**config.mk**
```make
export PLATFORM = sky130hd
export DESIGN_NAME = lru_tree
export DESIGN_NICKNAME = d
export VERILOG_FILES = /design/src/rtl/lru_tree.sv
export SDC_FILE = /design/constraint.sdc
export NUM_CORES = 2
export LEC_CHECK = 0
export ABC_AREA = 1
export BUFFER_PORTS_ARGS = -buffer_cell sky130_fd_sc_hd__buf_2
export CAP_MARGIN = 10
export CORE_ASPECT_RATIO = 1.4
export CORE_MARGIN = 1
export CORE_UTILIZATION = 60
export DETAILED_ROUTE_END_ITERATION = 7
export PLACE_DENSITY = 0.81
export SYNTH_ARGS = -nofsm -noshare
export SYNTH_HDL_FRONTEND = slang
export SYNTH_SLANG_ARGS = --single-unit
```
**constraint.sdc**
```tcl
create_clock -name clk -period 3.9 [get_ports clk]
set_input_delay 0.585 -clock clk [delete_from_list [all_inputs] [get_ports clk]]
set_output_delay 0.585 -clock clk [all_outputs]
set_load 0.03 [all_outputs]
```
**src/rtl/lru_tree.sv**
```systemverilog
// Tree pseudo-LRU victim selection for a set-associative cache.
// Holds WAYS-1 PLRU bits per set, with a sequential flush sweep.
module lru_tree #(
    parameter int ENTRIES    = 256,
    parameter int INDEX_BITS = 8,
    parameter int WAYS       = 4,
    parameter int WAY_BITS   = $clog2(WAYS)
) (
    input  logic                  clk,
    input  logic                  rst,
    input  logic [INDEX_BITS-1:0] line_selector,
    input  logic [WAYS-1:0]       valid_ways,
    output logic [WAY_BITS-1:0]   lru_way,
    input  logic                  lru_update,
    input  logic [INDEX_BITS-1:0] update_index,
    input  logic [WAY_BITS-1:0]   referenced_way,
    input  logic                  flush_req,
    output logic                  busy
);

    localparam int NODES = WAYS - 1;
    localparam logic [INDEX_BITS:0] ENT = (INDEX_BITS+1)'(ENTRIES);
    localparam logic [INDEX_BITS-1:0] LAST = INDEX_BITS'(ENTRIES - 1);

    typedef enum logic {
        IDLE  = 1'b0,
        FLUSH = 1'b1
    } state_t;

    state_t state;
    state_t state_nxt;

    logic [NODES-1:0]      plru [ENTRIES];
    logic [INDEX_BITS-1:0] sweep_cnt;

    logic                  rd_ok;
    logic                  upd_ok;
    logic [NODES-1:0]      rd_bits;
    logic [NODES-1:0]      upd_cur;
    logic [NODES-1:0]      upd_bits;
    logic [WAY_BITS-1:0]   tree_way;
    logic [WAY_BITS-1:0]   inv_way;
    logic                  inv_found;
    logic                  upd_en;
    logic                  flush_go;

    assign rd_ok  = {1'b0, line_selector} < ENT;
    assign upd_ok = {1'b0, update_index} < ENT;
    assign rd_bits = rd_ok ? plru[line_selector] : '0;
    assign upd_cur = upd_ok ? plru[update_index] : '0;

    assign busy     = (state == FLUSH);
    assign flush_go = (state == IDLE) && flush_req;
    assign upd_en   = (state == IDLE) && !flush_req
                      && lru_update && upd_ok;

    // Walk the tree from the root following the stored node bits.
    always_comb begin
        int  node;
        logic b;
        tree_way = '0;
        node     = 0;
        for (int l = 0; l < WAY_BITS; l++) begin
            b = 1'b0;
            for (int n = 0; n < NODES; n++) begin
                if (node == n) b = rd_bits[n];
            end
            tree_way[WAY_BITS-1-l] = b;
            node = 2 * node + (b ? 2 : 1);
        end
    end

    // Lowest-numbered invalid way takes precedence over the tree.
    always_comb begin
        inv_way   = '0;
        inv_found = 1'b0;
        for (int w = WAYS - 1; w >= 0; w--) begin
            if (!valid_ways[w]) begin
                inv_found = 1'b1;
                inv_way   = WAY_BITS'(w);
            end
        end
    end

    assign lru_way = inv_found ? inv_way : tree_way;

    // Point every node on the referenced path away from it.
    always_comb begin
        int   node;
        logic dir;
        upd_bits = upd_cur;
        node     = 0;
        for (int l = 0; l < WAY_BITS; l++) begin
            dir = referenced_way[WAY_BITS-1-l];
            for (int n = 0; n < NODES; n++) begin
                if (node == n) upd_bits[n] = ~dir;
            end
            node = 2 * node + (dir ? 2 : 1);
        end
    end

    // FSM state register.
    always_ff @(posedge clk) begin
        if (rst) state <= IDLE;
        else     state <= state_nxt;
    end

    // FSM next-state: sweep runs until the last set is cleared.
    always_comb begin
        state_nxt = state;
        unique case (state)
            IDLE:    if (flush_req) state_nxt = FLUSH;
            FLUSH:   if (sweep_cnt == LAST) state_nxt = IDLE;
            default: state_nxt = IDLE;
        endcase
    end

    // Sweep counter restarts on each accepted flush.
    always_ff @(posedge clk) begin
        if (rst)
            sweep_cnt <= '0;
        else if (flush_go)
            sweep_cnt <= '0;
        else if (state == FLUSH)
            sweep_cnt <= (sweep_cnt == LAST) ? '0 : sweep_cnt + 1'b1;
    end

    // PLRU storage: reset, flush clear, or access update.
    always_ff @(posedge clk) begin
        if (rst) begin
            for (int i = 0; i < ENTRIES; i++) plru[i] <= '0;
        end else if (state == FLUSH) begin
            plru[sweep_cnt] <= '0;
        end else if (upd_en) begin
            plru[update_index] <= upd_bits;
        end
    end

endmodule

```
## Word-level counts from Yosys, hierarchy flattened

Memories as Yosys holds them, arrays and structs flattened.
Index checks and enable logic that the tools add are counted.

- Register bits: 9
- Logic and storage cells: 61
- Memories: 1
- Output and inout bits: 3
- RAM bits: 768
- Input port bits: 26

- Bitwise gates (word level): 3
- Mux-type cells: 36
- Equal/unequal tests: 7
- Reductions and logical operators: 11
- Add/subtract/negate cells: 1

Memory list:

| memory | words | bits a word | read ports | clocked after memory_dff | write ports | RTL line | text |
|---|---|---|---|---|---|---|---|
| plru | 256 | 3 | 1 | 0 | 256 | 33 | `logic [NODES-1:0] plru [ENTRIES];` |

Operator list:

| kind | count |
|---|---|
| $logic_not 32->1 | 2 |
| $mux 8 | 3 |
| $mux 1 | 22 |
| $mux 2 | 7 |
| $mux 3 | 3 |
| $add 8x1->8 const B | 1 |
| $eq 8x8->1 const B | 1 |
| $reduce_or 3->1 | 2 |
| $eq 2x1->1 const B | 2 |
| $eq 2x2->1 const B | 2 |
| $reduce_and 2->1 | 2 |
| $logic_and 1x1->1 | 3 |
| $not 1->1 | 3 |
| $ne 1x1->1 const B | 2 |
| $pmux 1 s2 | 1 |
| $reduce_or 2->1 | 1 |
| $logic_not 1->1 | 1 |

## Longest topological paths before layout

- Depth in word-level cells: 10
- Mapped depth: 19
- Depth with buffers taken out: 16

## Worst setup path after synthesis

OpenSTA, ideal clock, no wires.

- Kind: input to output
- Start: input port line_selector[0]
- End: output port lru_way[1]
- Slack: 864 ps
- Data arrival time: 2451 ps
- Buffers on the path: 3
- Data required time: 3315 ps
- Stages: 16
- Cells stage by stage: buf_2 -> clkinv_1 -> buf_2 -> clkbuf_1 -> nand2_1 -> nand3_1 -> nand3_1 -> nand3_1 -> nand3_1 -> nand2_1 -> nand2_1 -> nand3_1 -> nand2_1 -> o21ai_0 -> nor2_1 -> nor2_1

- Cells in the longest elaborated chain, start to end: 2

Ends and longest elaborated chain:

| item | RTL line | text |
|---|---|---|
| start: declaration | 11 | `input logic [INDEX_BITS-1:0] line_selector,` |
| $mem_v2 256x3 | n/a |  |
| $mux 2 | 85 | `assign lru_way = inv_found ? inv_way : tree_way;` |
| end: declaration | 13 | `output logic [WAY_BITS-1:0] lru_way,` |

Every way passes these cells.

## Worst setup path after layout

Ends and elaborated chain as after synthesis.

==> flow_summary.yaml <==
placed_design:
  port_buffers: 28
  gp_congestion: 0.907
  dp_slack_ns: 0.152
  dpl_cell_area_sq_um: 43700
  hpwl_um: 72700
  placed_cells: 5801
worst_setup_path:
  crit_family: "simple AND/OR/NAND/NOR gates"
  path_buf_inv: 3
  cp_common_cell: "nand3_1"
  slowest_stage: "o21ai_0"
  worstSetupPathType: "in -> out"
  cp.required_ns: 3.31
  cp-start-kind: "input port"
  crit_chain: "buf_8 > buf_4 > nand2_1 > nand3_1 > nand3_1 > nand3_1 > nand3_1 > nand2_1 > nand2_1 > nand3_1 > nand2_1 > o21ai_0 > nor2_1 > nor2_1 > buf_2"
  critPathMaxFanout: 48
  critPathCaptureType: "output port"
  cp_slowest_stage_delay_ns: 0.51
  cp.arrival_ns: 3.24
synth:
  syn-num-nets: 5244
  synthDistinctLibCells: 28
  yosys.area.top_type: "edfxtp_1"
  synth_top_flop_cell: "edfxtp_1"
  avgSynthCellArea_sq_um: 8.18
  yosys_warnings: 0
  synthTopCellsByArea: "edfxtp_1, nand3_1, nand2_1"
  synth_edf_count: 768
  synth.most_common_cell: "nand2_1"
  syn_inst: 5217
  async_flop_share_pct: 0
  yosysTopAreaCellShare_pct: 54.0
  ys_seq_elements: 777
  seq_area_frac_synth_pct: 54.5
  synth_commonest_cells: "nand2_1, nand3_1, edfxtp_1"
  synth_area_sq_um: 42700
timing:
  period_needed_ns: 3.82
  max_clock_freq_mhz: 262
  slew_violations: 0
  maxSlewHeadroom_pct: 28.6
  fin_ws_ns: 0.0767
  worst_pin_slew_ns: 1.07
  rsz0062_at_grt: "no"
  hold_viol: 0
  finalSetupTns_ns: 0
  skew_ns: 0.0189
  holdWs_ns: 0.236
  period_share_pct: 98.0
  setup_viol: 0
route:
  viasPerCell: 6.46
  dr.pass1.iters: 7
  wl_um: 127000
  ant_nets: 0
  route.detailed.drc: 0
  drt_iter0_drc: 5486
  drt-wirelength-per-cell_um: 21.5
  vias: 38362
pwr:
  finalPower_mw: 18.8
  power.leakage_nw: 16.2
  ir_worst_vdd_mv: 0.353
  power_density_nw_per_um2: 408
clock_network:
  clock_latency_ns: 0.64
  clock_path_buffers: 3
  clkSlewWorstSetupHoldPaths_ns: 0.06
  clock-sinks: 777
  cts_htree_levels: 3
  cts_made_buffers: 74
  cts_root_buffer: "clkbuf_16"
  cts_tree: "yes"
  cts_setup_buffers: 0
layout:
  layout-drive-gt1-share_pct: 8.28
  nFillCells: 5550
  instances_no_fill: 5937
  nets: 4968
  final_core_util_pct: 65.5
  areaGrowthSynthToFinish_pct: 7.95
  stdcell_area_sq_um: 46100
grt:
  grt_max_degree: 221
  track_usage_pct: 35.3
  antenna_found_initial: 3
  overflow: 0
  grt_pass1_wl_um: 196000
  grt_pass1_vias: 36771
run_status:
  status: "finished clean"
hold_path:
  hp-class: "in -> reg"
die:
  chipHeight_um: 318
  core_sq_um: 70400
  boundaryPins: 29
  start_util_pct: 60.7
  num_rows: 115
  fp.dieW_um: 227
  die_area_sq_um: 72200
job:
  cap_violations: 0
## worst paths after layout
| check | from | to | slack [ns] | depth (start not counted) |
|---|---|---|---|---|
| max reg2reg | busy | plru[189][2] | 0.77 | 10 |
| min reg2reg | sweep_cnt[4] | sweep_cnt[4] | 0.51 | 2 |
| min | rst | busy | 0.24 | 2 |
| max | line_selector[0] | lru_way[1] | 0.08 | 15 |
## worst reg2reg max path, cell delays in order (launching register included)
cell     delay (ns)
dfxtp_1        0.37
inv_2          0.20
nand3_4        0.27
o21ai_1        0.41
inv_1          0.11
nor2_1         0.15
inv_2          0.12
nor2_4         0.32
buf_4          0.42
nand3_1        0.23
o21ai_0        0.25
## layout by cell type (no fill, tap or decap), types with 2 or more instances in the layout
cell        synthesis  final
nor2_1            613    607
o21ai_0           324    324
nor2_4             29     36
buf_6               6      2
dfxtp_1             9      9
bufinv_16           0      5
buf_2              84     25
clkinvlp_4          0      3
a21oi_1             5      5
nand2_1          1303   1301
buf_4              11     90
clkinv_2            0     10
nand4_1             2      2
diode_2             0      3
inv_2              67     66
nor2_2             23     22
nand3_1          1146   1146
inv_8               0      3
clkbuf_16           0     79
o21ai_2             5      5
nor3_1            248    248
inv_6               0      2
edfxtp_1          768    768
o21ai_1            44     44
clkinv_1            3     12
a221oi_1            2      2
clkbuf_1          367     20
inv_1              98     94
buf_12              0     52
clkbuf_8            0      5
## flip-flops by register name (all words and copies together) (netlist names)
signal,count
busy,1
plru,768
sweep_cnt,8
## logic make-up (layout without fill, tap and decap cells)
group / count (synthesis) / in the layout / synth area share [%]
AND/OR/NAND/NOR: 3368 / 3368 / 34.5
flip-flops: 777 / 777 / 54.5
buffers and inverters: 690 / 471 / 6.52
AO/OA/AOI/OAI: 381 / 381 / 4.54
adder cells (fa/ha/maj): 1 / 1 / 0.0293
other: 0 / 3 / 0
## cell type report
cell class | count | area, sq um | share of cell area (%)
multi-input combinational | 3750 | 16700 | 36.3
clock inverter | 29 | 272 | 0.589
tap | 936 | 1170 | 2.54
timing repair buffer | 170 | 1880 | 4.08
antenna | 3 | 7.51 | 0.0163
clock buffer | 104 | 2120 | 4.60
inverter | 168 | 663 | 1.44
sequential | 777 | 23200 | 50.4
## routing by layer
layer  vias up  global-route usage, %  share of wire [%]
met5         -                      0              0.010
met4         2                   25.0                7.4
met3       577                   6.29                 12
met2      2687                   57.7                 48
met1     17936                   41.8                 33
li1      17160                      -                  -
## power breakdown
part	internal, mW	switching, mW	leakage [nW]
combinational	0.484	1.44	7.07
sequential	9.42	0.0862	8.00
clock	4.13	3.22	1.16
## timing repair
action | CTS | global route
endpoints found under the hold margin | 0 | 0
gates resized for setup | 0 | 1
endpoints found under the setup margin | 0 | 1
hold buffers | 0 | 0
No activity file was read; power rests on OpenSTA's default activity.
